`src/rtl/sign_mag_accum_pkg.sv`:
```
// Shared encodings for the sign-magnitude accumulator: operation codes and
// the control FSM states.
package sign_mag_pkg;

  typedef enum logic [1:0] {
    OP_ADD  = 2'b00,
    OP_SUB  = 2'b01,
    OP_LOAD = 2'b10,
    OP_CLR  = 2'b11
  } op_e;

  typedef enum logic [1:0] {
    ST_IDLE = 2'b00,
    ST_CALC = 2'b01,
    ST_DONE = 2'b10
  } state_e;

endpackage

```
`src/rtl/sign_mag_accum_if.sv`:
```
// Operand/result handshake bundle for the sign-magnitude accumulator.
// master: the operand source / result consumer side. slave: the accumulator.
interface sign_mag_accum_if #(
  parameter int N = 8
) ();

  logic         in_valid;
  logic         in_ready;
  logic [N-1:0] in_data;
  logic [1:0]   op;
  logic         out_valid;
  logic         out_ready;
  logic [N-1:0] acc;
  logic         ovf;
  logic         ovf_sticky;

  modport master (
    output in_valid, in_data, op, out_ready,
    input  in_ready, out_valid, acc, ovf, ovf_sticky
  );

  modport slave (
    input  in_valid, in_data, op, out_ready,
    output in_ready, out_valid, acc, ovf, ovf_sticky
  );

endinterface

```
`src/rtl/sign_mag_accum_core.sv`:
```
// Combinational arithmetic for the accumulator, split in two halves so the
// top level can register between them:
//   sort half  - effective signs, max/min magnitude, result sign, add-or-subtract
//   arith half - magnitude add/sub, overflow, saturate/wrap, -0 normalisation
module sign_mag_core
  import sign_mag_pkg::*;
#(
  parameter int N   = 8,
  parameter bit SAT = 1'b1
) (
  // sort inputs: current accumulator, operand, operation
  input  logic [N-1:0] a,
  input  logic [N-1:0] b,
  input  op_e          op,
  output logic [N-2:0] sort_max,
  output logic [N-2:0] sort_min,
  output logic         sort_sign,
  output logic         sort_sub,
  // arith inputs: registered copies of the sort outputs
  input  logic [N-2:0] max_mag,
  input  logic [N-2:0] min_mag,
  input  logic         res_sign,
  input  logic         is_sub,
  output logic [N-1:0] result,
  output logic         ovf
);

  localparam int M = N - 1;

  logic [M-1:0] a_mag;
  logic [M-1:0] b_mag;
  logic         a_sign;
  logic         b_sign;
  logic         a_ge_b;
  logic [M:0]   sum;
  logic [M-1:0] diff;
  logic [M-1:0] mag;

  assign a_mag = a[M-1:0];
  assign b_mag = b[M-1:0];

  // Sort operands by magnitude; a zero magnitude always counts as positive so
  // -0 operands behave exactly like +0.
  always_comb begin
    sort_max  = '0;
    sort_min  = '0;
    sort_sign = 1'b0;
    sort_sub  = 1'b0;
    a_sign    = a[M] & (a_mag != '0);
    b_sign    = ((op == OP_SUB) ? ~b[M] : b[M]) & (b_mag != '0);
    a_ge_b    = (a_mag >= b_mag);
    case (op)
      OP_ADD, OP_SUB: begin
        sort_max  = a_ge_b ? a_mag : b_mag;
        sort_min  = a_ge_b ? b_mag : a_mag;
        sort_sign = a_ge_b ? a_sign : b_sign;
        sort_sub  = (a_sign != b_sign);
      end
      // LOAD reuses the add path with a zero second term; it can never carry.
      OP_LOAD: begin
        sort_max  = b_mag;
        sort_sign = b[M];
      end
      default: begin
        sort_max = '0;
      end
    endcase
  end

  // Magnitude add/subtract, overflow handling and -0 clean-up. Equal
  // magnitudes with differing signs give a zero difference, which the final
  // sign gating turns into +0.
  always_comb begin
    sum  = {1'b0, max_mag} + {1'b0, min_mag};
    diff = max_mag - min_mag;
    mag  = '0;
    ovf  = 1'b0;
    if (is_sub) begin
      mag = diff;
    end else if (sum[M]) begin
      ovf = 1'b1;
      if (SAT) begin
        mag = '1;
      end else begin
        mag = sum[M-1:0];
      end
    end else begin
      mag = sum[M-1:0];
    end
    result = {res_sign & (mag != '0), mag};
  end

endmodule

```
`src/rtl/sign_mag_accum.sv`:
```
// Streaming sign-magnitude accumulator. One operation in flight at a time:
// accept in IDLE, sort in CALC, write acc/ovf and raise out_valid two edges
// after the accept, then hold the result in DONE until out_ready.
module sign_mag_accum
  import sign_mag_pkg::*;
#(
  parameter int N   = 8,
  parameter bit SAT = 1'b1
) (
  input logic             clk,
  input logic             reset,
  sign_mag_accum_if.slave bus
);

  localparam int M = N - 1;

  state_e       state_reg;
  state_e       state_next;
  logic [N-1:0] data_reg;
  op_e          op_reg;
  logic [M-1:0] max_reg;
  logic [M-1:0] min_reg;
  logic         sign_reg;
  logic         sub_reg;
  logic [N-1:0] acc_reg;
  logic         ovf_reg;
  logic         sticky_reg;
  logic         out_valid_reg;

  logic         accept;
  logic [M-1:0] sort_max;
  logic [M-1:0] sort_min;
  logic         sort_sign;
  logic         sort_sub;
  logic [N-1:0] core_result;
  logic         core_ovf;

  assign accept = bus.in_valid && (state_reg == ST_IDLE);

  sign_mag_core #(
    .N   (N),
    .SAT (SAT)
  ) u_core (
    .a         (acc_reg),
    .b         (data_reg),
    .op        (op_reg),
    .sort_max  (sort_max),
    .sort_min  (sort_min),
    .sort_sign (sort_sign),
    .sort_sub  (sort_sub),
    .max_mag   (max_reg),
    .min_mag   (min_reg),
    .res_sign  (sign_reg),
    .is_sub    (sub_reg),
    .result    (core_result),
    .ovf       (core_ovf)
  );

  // FSM state register.
  always_ff @(posedge clk) begin
    if (reset) begin
      state_reg <= ST_IDLE;
    end else begin
      state_reg <= state_next;
    end
  end

  // Next-state logic. DONE spends its first cycle writing the result, so it
  // only releases once out_valid is actually up and the consumer takes it.
  always_comb begin
    state_next = state_reg;
    case (state_reg)
      ST_IDLE: if (bus.in_valid) state_next = ST_CALC;
      ST_CALC: state_next = ST_DONE;
      ST_DONE: if (out_valid_reg && bus.out_ready) state_next = ST_IDLE;
      default: state_next = ST_IDLE;
    endcase
  end

  // Capture operand and operation on accept.
  always_ff @(posedge clk) begin
    if (reset) begin
      data_reg <= '0;
      op_reg   <= OP_ADD;
    end else if (accept) begin
      data_reg <= bus.in_data;
      op_reg   <= op_e'(bus.op);
    end
  end

  // CALC stage registers: sorted magnitudes, result sign, effective op.
  always_ff @(posedge clk) begin
    if (reset) begin
      max_reg  <= '0;
      min_reg  <= '0;
      sign_reg <= 1'b0;
      sub_reg  <= 1'b0;
    end else if (state_reg == ST_CALC) begin
      max_reg  <= sort_max;
      min_reg  <= sort_min;
      sign_reg <= sort_sign;
      sub_reg  <= sort_sub;
    end
  end

  // Result write on DONE entry, then hold until the consumer takes it.
  always_ff @(posedge clk) begin
    if (reset) begin
      acc_reg       <= '0;
      ovf_reg       <= 1'b0;
      sticky_reg    <= 1'b0;
      out_valid_reg <= 1'b0;
    end else if ((state_reg == ST_DONE) && !out_valid_reg) begin
      acc_reg       <= core_result;
      ovf_reg       <= core_ovf;
      out_valid_reg <= 1'b1;
      if (op_reg == OP_CLR) begin
        sticky_reg <= 1'b0;
      end else if ((op_reg == OP_ADD) || (op_reg == OP_SUB)) begin
        sticky_reg <= sticky_reg | core_ovf;
      end
    end else if ((state_reg == ST_DONE) && bus.out_ready) begin
      out_valid_reg <= 1'b0;
    end
  end

  assign bus.in_ready   = (state_reg == ST_IDLE);
  assign bus.out_valid  = out_valid_reg;
  assign bus.acc        = acc_reg;
  assign bus.ovf        = ovf_reg;
  assign bus.ovf_sticky = sticky_reg;

endmodule

```
`src/flat_wrapper.sv`:
```
// flat-port wrapper written by rule: the top's interface ports become plain ports
module sign_mag_accum_flat import sign_mag_pkg::*;
#(
  parameter int N   = 8,
  parameter bit SAT = 1'b1
)
  (clk, reset, bus_in_valid, bus_in_data, bus_op, bus_out_ready, bus_in_ready, bus_out_valid, bus_acc, bus_ovf, bus_ovf_sticky);
  sign_mag_accum_if #(.N(N)) bus_i ();
  input logic clk;
  input logic reset;
  input wire logic [$bits(bus_i.in_valid)-1:0] bus_in_valid;
  input wire logic [$bits(bus_i.in_data)-1:0] bus_in_data;
  input wire logic [$bits(bus_i.op)-1:0] bus_op;
  input wire logic [$bits(bus_i.out_ready)-1:0] bus_out_ready;
  output wire logic [$bits(bus_i.in_ready)-1:0] bus_in_ready;
  output wire logic [$bits(bus_i.out_valid)-1:0] bus_out_valid;
  output wire logic [$bits(bus_i.acc)-1:0] bus_acc;
  output wire logic [$bits(bus_i.ovf)-1:0] bus_ovf;
  output wire logic [$bits(bus_i.ovf_sticky)-1:0] bus_ovf_sticky;
  assign bus_i.in_valid = bus_in_valid;
  assign bus_i.in_data = bus_in_data;
  assign bus_i.op = bus_op;
  assign bus_i.out_ready = bus_out_ready;
  assign bus_in_ready = bus_i.in_ready;
  assign bus_out_valid = bus_i.out_valid;
  assign bus_acc = bus_i.acc;
  assign bus_ovf = bus_i.ovf;
  assign bus_ovf_sticky = bus_i.ovf_sticky;
  sign_mag_accum #(.N(N), .SAT(SAT)) u_core (.clk(clk), .reset(reset), .bus(bus_i));
endmodule
```
`config.mk`:
```
export PLATFORM = sky130hd
export DESIGN_NAME = sign_mag_accum_flat
export DESIGN_NICKNAME = d
export VERILOG_FILES = /design/src/rtl/sign_mag_accum_pkg.sv /design/src/rtl/sign_mag_accum_if.sv /design/src/rtl/sign_mag_accum_core.sv /design/src/rtl/sign_mag_accum.sv /design/src/flat_wrapper.sv
export SDC_FILE = /design/constraint.sdc
export NUM_CORES = 1
export LEC_CHECK = 0
export ABC_AREA = 1
export BUFFER_PORTS_ARGS = -buffer_cell sky130_fd_sc_hd__buf_2
export CAP_MARGIN = 20
export CORE_MARGIN = 5
export CORE_UTILIZATION = 35
export DETAILED_ROUTE_END_ITERATION = 8
export PLACE_DENSITY_LB_ADDON = 0.3
export SYNTH_ARGS = -nofsm -noshare
export SYNTH_HDL_FRONTEND = slang
export SYNTH_SLANG_ARGS = --single-unit
```
`constraint.sdc`:
```
create_clock -name clk -period 2.1 [get_ports clk]
set_input_delay 0.105 -clock clk [delete_from_list [all_inputs] [get_ports clk]]
set_output_delay 0.105 -clock clk [all_outputs]
set_load 0.02 [all_outputs]
```
* After elaboration in Yosys (flattened, before gate mapping) *
Cells that the tools add are included.

word-level totals
  register bits after elaboration = 39
  input bits = 14
  output and inout port bits = 12
  word-level logic and storage cells = 62

operators by class
  $add $sub $neg = 2
  magnitude comparators = 1
  equality and inequality tests = 8
  muxes and demuxes = 19
  bitwise operators = 5
  reductions and logical operators = 16

operators with widths
  operator                                              number
  2-to-1 mux 7 bit                                      5
  nonzero test 7 bit                                    3
  one-hot mux 7 bit (2 select lines)                    1
  2-to-1 mux 1 bit                                      9
  adder 7 x 7 -> 8 bit                                  1
  >= comparator 7 bit                                   1
  subtractor 7 bit                                      1
  equality test 2 bit (second input constant)           3
  one-hot mux 2 bit (3 select lines)                    1
  equality test 2 x 1 -> 1 bit (second input constant)  2
  logical AND 1 bit                                     4
  logical NOT 2 bit                                     2
  2-to-1 mux 2 bit                                      2
  AND reduction 2 bit                                   2
  nonzero test 2 bit                                    2
  bitwise AND 1 bit                                     3
  != test 2 x 1 -> 1 bit (second input constant)        1
  != test 2 bit (second input constant)                 1
  one-hot mux 1 bit (2 select lines)                    1
  OR reduction 2 bit                                    1
  logical NOT 1 bit                                     1
  logical OR 1 bit                                      1
  != test 1 bit                                         1
  inverter 1 bit                                        1
  bitwise OR 1 bit                                      1

* Depth between registers and ports, before layout *
  depth after elaboration = 6
  depth in mapped cells = 14
  gate-level depth less buffers = 14

* By module *
Synthesis repeated with hierarchy kept, for this count alone.

second synthesis, totals
  cells, all modules = 399
  area total of the unflattened synthesis = 2,655.0 um^2

modules (own cells, without submodules)
  module          times used  cells an instance  area each (um^2)
  sign_mag_accum  1           175                1,411.4
  sign_mag_core   1           224                1,243.7

* Least setup slack after synthesis *
OpenSTA, ideal clock, no wires.

  path kind = register -> register
  start = register u_core.acc_reg[2], in the netlist u_core.bus.acc[2]
  end = register u_core.min_reg[1]
  arrival time = 1.659 ns
  setup slack = 0.308 ns
  cell stages (with the launch flop) = 10
  period minus slack after synthesis = 1.792 ns
  cells stage by stage = dfxtp_1 ha_1 a21oi_1 o21ai_1 nand4_1 nand3_1 buf_4 buf_6 o211ai_1 a21oi_1

on the way
  cells in the longest elaborated chain, start to end = 3

RTL lines
  element                   line                       source
  start: declaration        sign_mag_accum.sv:25       logic [N-1:0] acc_reg;
  start signal: assignment  sign_mag_accum.sv:114      acc_reg <= core_result;
  >= comparator 7 bit       sign_mag_accum_core.sv:51  a_ge_b = (a_mag >= b_mag);
  2-to-1 mux 7 bit          sign_mag_accum_core.sv:55  sort_min = a_ge_b ? b_mag : a_mag;
  2-to-1 mux 7 bit          sign_mag_accum_core.sv:52  case (op)
  end signal: assignment    sign_mag_accum.sv:100      min_reg <= sort_min;
  end: declaration          sign_mag_accum.sv:22       logic [M-1:0] min_reg;

Every way passes these cells.
A chain may end at the register's enable or synchronous reset.

* Worst setup path in the final report *
  start = register u_core.max_reg[0]
  end = register u_core.acc_reg[7], in the netlist u_core.bus.acc[7]

on the way
  cells in the longest elaborated chain, start to end = 5
  elaborated cells between the ends (all ways) = 6
  those cells by class = 2 x add/sub; 2 x mux; 1 x bitwise; 1 x reduce/logical

RTL lines
  element                   line                       source
  start: declaration        sign_mag_accum.sv:21       logic [M-1:0] max_reg;
  start signal: assignment  sign_mag_accum.sv:99       max_reg <= sort_max;
  adder 7 x 7 -> 8 bit      sign_mag_accum_core.sv:74  sum = {1'b0, max_mag} + {1'b0, min_mag};
  2-to-1 mux 7 bit          sign_mag_accum_core.sv:80  end else if (sum[M]) begin
  2-to-1 mux 7 bit *        sign_mag_accum_core.sv:78  if (is_sub) begin
  nonzero test 7 bit *      sign_mag_accum_core.sv:90  result = {res_sign & (mag != '0), mag};
  bitwise AND 1 bit *       sign_mag_accum_core.sv:90

Mark *: on every way between the ends. The rest lies on a longest branch, timed or not.

==> run summary <==
PLACE
----------------------------------------------------------------------------------------
DP Cell Count                                                                        477
GPL Wtd Cong                                                                       0.844
DP HPWL                                                                          4970 um
# port buffers                                                                        25

TIMING
----------------------------------------------------------------------------------------
Post-layout minimum cycle time                                                   2.03 ns
Fmax                                                                             493 MHz
Worst Max-Slew Pin Slew                                                         0.542 ns
Worst Clk Skew                                                                0.00687 ns
Post-route fraction of the period consumed by the critical path                    96.6%
Final Hold Slack                                                               0.0894 ns
Relative max-transition margin                                                     63.8%
Setup violators final                                                                  0
Pins over their slew limit                                                             0
Endpoints failing hold                                                                 0

SETUP PATH
----------------------------------------------------------------------------------------
Crit path launch type                                                          flip-flop
Kind of critical path                                                            reg2reg
Slowest cell on crit path                                                   sky130_fd_sc_hd__fa_2
R2R depth                                                                             14
Peak per-stage delay on the critical path                                        0.41 ns
FF-to-FF Start                                                              u_core.max_reg[0]
Crit Path Max Fanout                                                                   3
Register-to-register setup slack                                                 0.07 ns
Worst EP arrival                                                                 2.19 ns
Setup crit end                                                              u_core.bus.acc[7]
Capture point of the worst reg-to-reg path                                  u_core.bus.acc[7]
Data required, critical path                                                     2.26 ns
Startpoint of the worst setup timing path                                   u_core.max_reg[0]
Critical path endpoint category                                                flip-flop
Crit-path cells                                                             inv_2, ha_4, inv_4, fa_2, inv_2, nor2_2, o21ai_2, nand2_1, nand2_2, nand3_2, nor3_2, nand3_1, nand2_1, a21oi_2

GLOBAL ROUTE
----------------------------------------------------------------------------------------
Global-route wire length before repair                                          10700 um
Number of global-route vias before repair                                           2303
Aggregate global-route resource usage                                              14.9%
Number of antenna violations at the first check in global routing                      0
Largest net degree at the start of global routing                                     30
Aggregate global routing overflow                                                      0

FINISH
----------------------------------------------------------------------------------------
Post-layout instance count excluding filler cells                                    487
Proportion of layout cells with a drive suffix above 1                             25.0%
NumNets Final                                                                        423
Fillers                                                                              737
Diodes inserted                                                                        0
Post-synthesis to final-layout area growth                                         16.8%

CLOCK NETWORK
----------------------------------------------------------------------------------------
Root Driver                                                                 sky130_fd_sc_hd__clkbuf_8
Number of buffers added to fix hold violations after cts                               0
CTS Buf Count                                                                          5
Number of clock sinks seen by CTS                                                     39
Clock network latency to the later pin of the worst-skew pair                    0.29 ns
Clock tree from TritonCTS                                                           done
Clock slew at the register clock pins of the worst setup and hold paths          0.08 ns
Count of H-tree levels built during CTS                                                2
Deepest clock path buffer count                                                        2

YOSYS
----------------------------------------------------------------------------------------
Fraction of the yosys area taken by sequential cells                               30.6%
Yosys reg bits                                                                        39
Gate count after technology mapping                                                  359
Synthesized area per cell                                                     7.11 sq um
Synth warn                                                                             0
Cell Area, Synth                                                              2550 sq um
Synthesized netlist net count                                                        395
Yosys cell types                                                                      33

DETAILED ROUTING
----------------------------------------------------------------------------------------
Routed vias/inst                                                                    4.87
Number of search-and-repair iterations in the first detailed-routing pass              4
First-iteration detailed-routing DRC count                                            75
Final routed wirelength across all metal layers                                  6480 um
Post-DRT Antenna Nets                                                                  0
Number of remaining DRC errors                                                         0
Total via count after detailed routing                                              2373
Routed wire length per instance                                                  13.3 um

DIE
----------------------------------------------------------------------------------------
I/O pin total                                                                         26
Core Region                                                                   7180 sq um
Initial standard-cell utilization of the core                                      35.6%
Row cnt                                                                               31
Die outline area                                                              9100 sq um
Vert. Die Dim                                                                    95.4 um
Die width                                                                        95.4 um

PWR
----------------------------------------------------------------------------------------
Maximum resistive drop on vdd                                                   0.571 mV
Total power divided by cell area                                             844 nW/um^2
Leakage Power                                                                    1.32 nW
Overall power of the completed layout                                            2.52 mW

RUN STATUS
----------------------------------------------------------------------------------------
Outcome                                                                     complete, no violations

MIN PATH
----------------------------------------------------------------------------------------
Path category of the worst min-delay check                                        in2reg

JOB
----------------------------------------------------------------------------------------
Count of maximum capacitance violations                                                0

[cell type report]
cell class                 instances  area [sq um]  share of cell area, %
multi-input combinational        253          1540                   51.7
sequential                        39           787                   26.4
inverter                          54           208                   6.97
clock inverter                     2          35.0                   1.17
clock buffer                       6          82.6                   2.77
tap                               99           124                   4.15
timing repair buffer              34           205                   6.88
[worst min-delay path by stage]
stage	endpoint	slack (ns)	startpoint	depth (start not counted)
finish	u_core.data_reg[7]	0.09	bus_in_data[7]	3
global route	u_core.data_reg[7]	0.09	bus_in_data[7]	3
CTS	u_core.data_reg[3]	0.09	bus_in_data[3]	3
detailed placement	u_core.data_reg[3]	0.39	bus_in_data[3]	3
global placement	u_core.data_reg[3]	0.38	bus_in_data[3]	3
floorplan	u_core.bus.acc[0]	0.26	reset	3
[synth_stat cells]
| cell type | instances | share of area (%) |
|---|---|---|
| sky130_fd_sc_hd__o211ai_2 | 1 | 0.49 |
| sky130_fd_sc_hd__o21ai_1 | 3 | 0.59 |
| sky130_fd_sc_hd__buf_2 | 3 | 0.59 |
| sky130_fd_sc_hd__a31oi_1 | 5 | 1.2 |
| sky130_fd_sc_hd__nor2_2 | 4 | 0.98 |
| sky130_fd_sc_hd__o21a_1 | 1 | 0.29 |
| sky130_fd_sc_hd__o21ai_0 | 18 | 3.5 |
| sky130_fd_sc_hd__xor2_1 | 1 | 0.34 |
| sky130_fd_sc_hd__nor3_2 | 1 | 0.39 |
| sky130_fd_sc_hd__or2_1 | 1 | 0.25 |
| sky130_fd_sc_hd__nand4_1 | 9 | 2.2 |
| sky130_fd_sc_hd__buf_1 | 1 | 0.15 |
| sky130_fd_sc_hd__o211ai_1 | 14 | 4.1 |
| sky130_fd_sc_hd__ha_1 | 20 | 9.8 |
| sky130_fd_sc_hd__nor2_4 | 2 | 0.88 |
| sky130_fd_sc_hd__nand2_1 | 77 | 11 |
| sky130_fd_sc_hd__nand2_2 | 5 | 1.2 |
| sky130_fd_sc_hd__nand3_1 | 23 | 4.5 |
| sky130_fd_sc_hd__inv_2 | 13 | 1.9 |
| sky130_fd_sc_hd__a22oi_1 | 6 | 1.8 |
| sky130_fd_sc_hd__nor2_1 | 15 | 2.2 |
| sky130_fd_sc_hd__dfxtp_1 | 39 | 31 |
| sky130_fd_sc_hd__inv_4 | 1 | 0.25 |
| sky130_fd_sc_hd__a21oi_2 | 4 | 1.4 |
| sky130_fd_sc_hd__clkbuf_1 | 5 | 0.74 |
| sky130_fd_sc_hd__o21bai_1 | 1 | 0.29 |
| sky130_fd_sc_hd__a21oi_1 | 37 | 7.3 |
| sky130_fd_sc_hd__buf_6 | 2 | 0.88 |
| sky130_fd_sc_hd__o221ai_2 | 2 | 1.2 |
| sky130_fd_sc_hd__a21oi_4 | 1 | 0.64 |
| sky130_fd_sc_hd__fa_1 | 2 | 1.6 |
| sky130_fd_sc_hd__buf_4 | 2 | 0.59 |
| sky130_fd_sc_hd__inv_1 | 40 | 5.9 |
[what timing repair did]
action | in CTS | in global routing
gates resized for setup | 0 | 25
endpoints found under the setup margin | 0 | 1
buffers inserted | 0 | 2
[report_power, final]
part	switching, mW	internal [mW]	leakage [nW]
Combinational	0.612	0.370	0.942
Sequential	0.0666	0.814	0.320
Clock	0.270	0.385	0.0612
Total	0.949	1.57	1.32
[stage by stage]
| step | setup TNS (ns) | setup WS [ns] | utilization, % | instance area (sq um) |
|---|---|---|---|---|
| CTS | 0 | 0.0928 | 40.5 | 2910 |
| finish | 0 | 0.0712 | 41.6 | 2980 |
| floorplan | 0 | 0.308 | - | 2550 |
| detailed placement | 0 | 0.0991 | 38.9 | 2790 |
| global placement | 0 | 0.137 | 38.9 | 2790 |
| global route | -0.0807 | -0.0807 | 41.6 | 2980 |
[placed cells by master (no fill, tap or decap), types with 7 or more instances in the layout]
cell type,netlist,routed
sky130_fd_sc_hd__buf_4,2,8
sky130_fd_sc_hd__nand2_2,5,7
sky130_fd_sc_hd__dfxtp_1,39,36
sky130_fd_sc_hd__o211ai_1,14,14
sky130_fd_sc_hd__nand4_1,9,9
sky130_fd_sc_hd__buf_2,3,25
sky130_fd_sc_hd__nor2_1,15,13
sky130_fd_sc_hd__inv_2,13,17
sky130_fd_sc_hd__nand2_1,77,75
sky130_fd_sc_hd__inv_1,40,35
sky130_fd_sc_hd__nand3_1,23,21
sky130_fd_sc_hd__a21oi_1,37,37
sky130_fd_sc_hd__o21ai_0,18,17
sky130_fd_sc_hd__ha_1,20,16
[logic make-up after synthesis]
logic type	after synthesis	synth area share, %
xor+xnor	1	0.343
fa+ha+maj	22	11.4
flops	39	30.6
simple gates	137	24.0
compound gates	93	22.7
buf+inv	67	11.0
[routing by layer]
layer  wire (um)  share of wire (%)  GRT usage, %
met1        3030                 47          19.3
met2        3180                 49          25.9
met3         194                3.0          1.50
met4          80                1.2          4.86
met5           0                  0             0
[critical path, delay by kind of cell (launching register included)]
kind / cells / cell delay (ns)
buffers and inverters: 3 / 0.18
DFF: 1 / 0.34
and+or+nand+nor: 7 / 0.61
AOI/OAI and AO/OA: 2 / 0.21
adders and majority gates: 2 / 0.55
No activity file was read; power rests on OpenSTA's default activity.
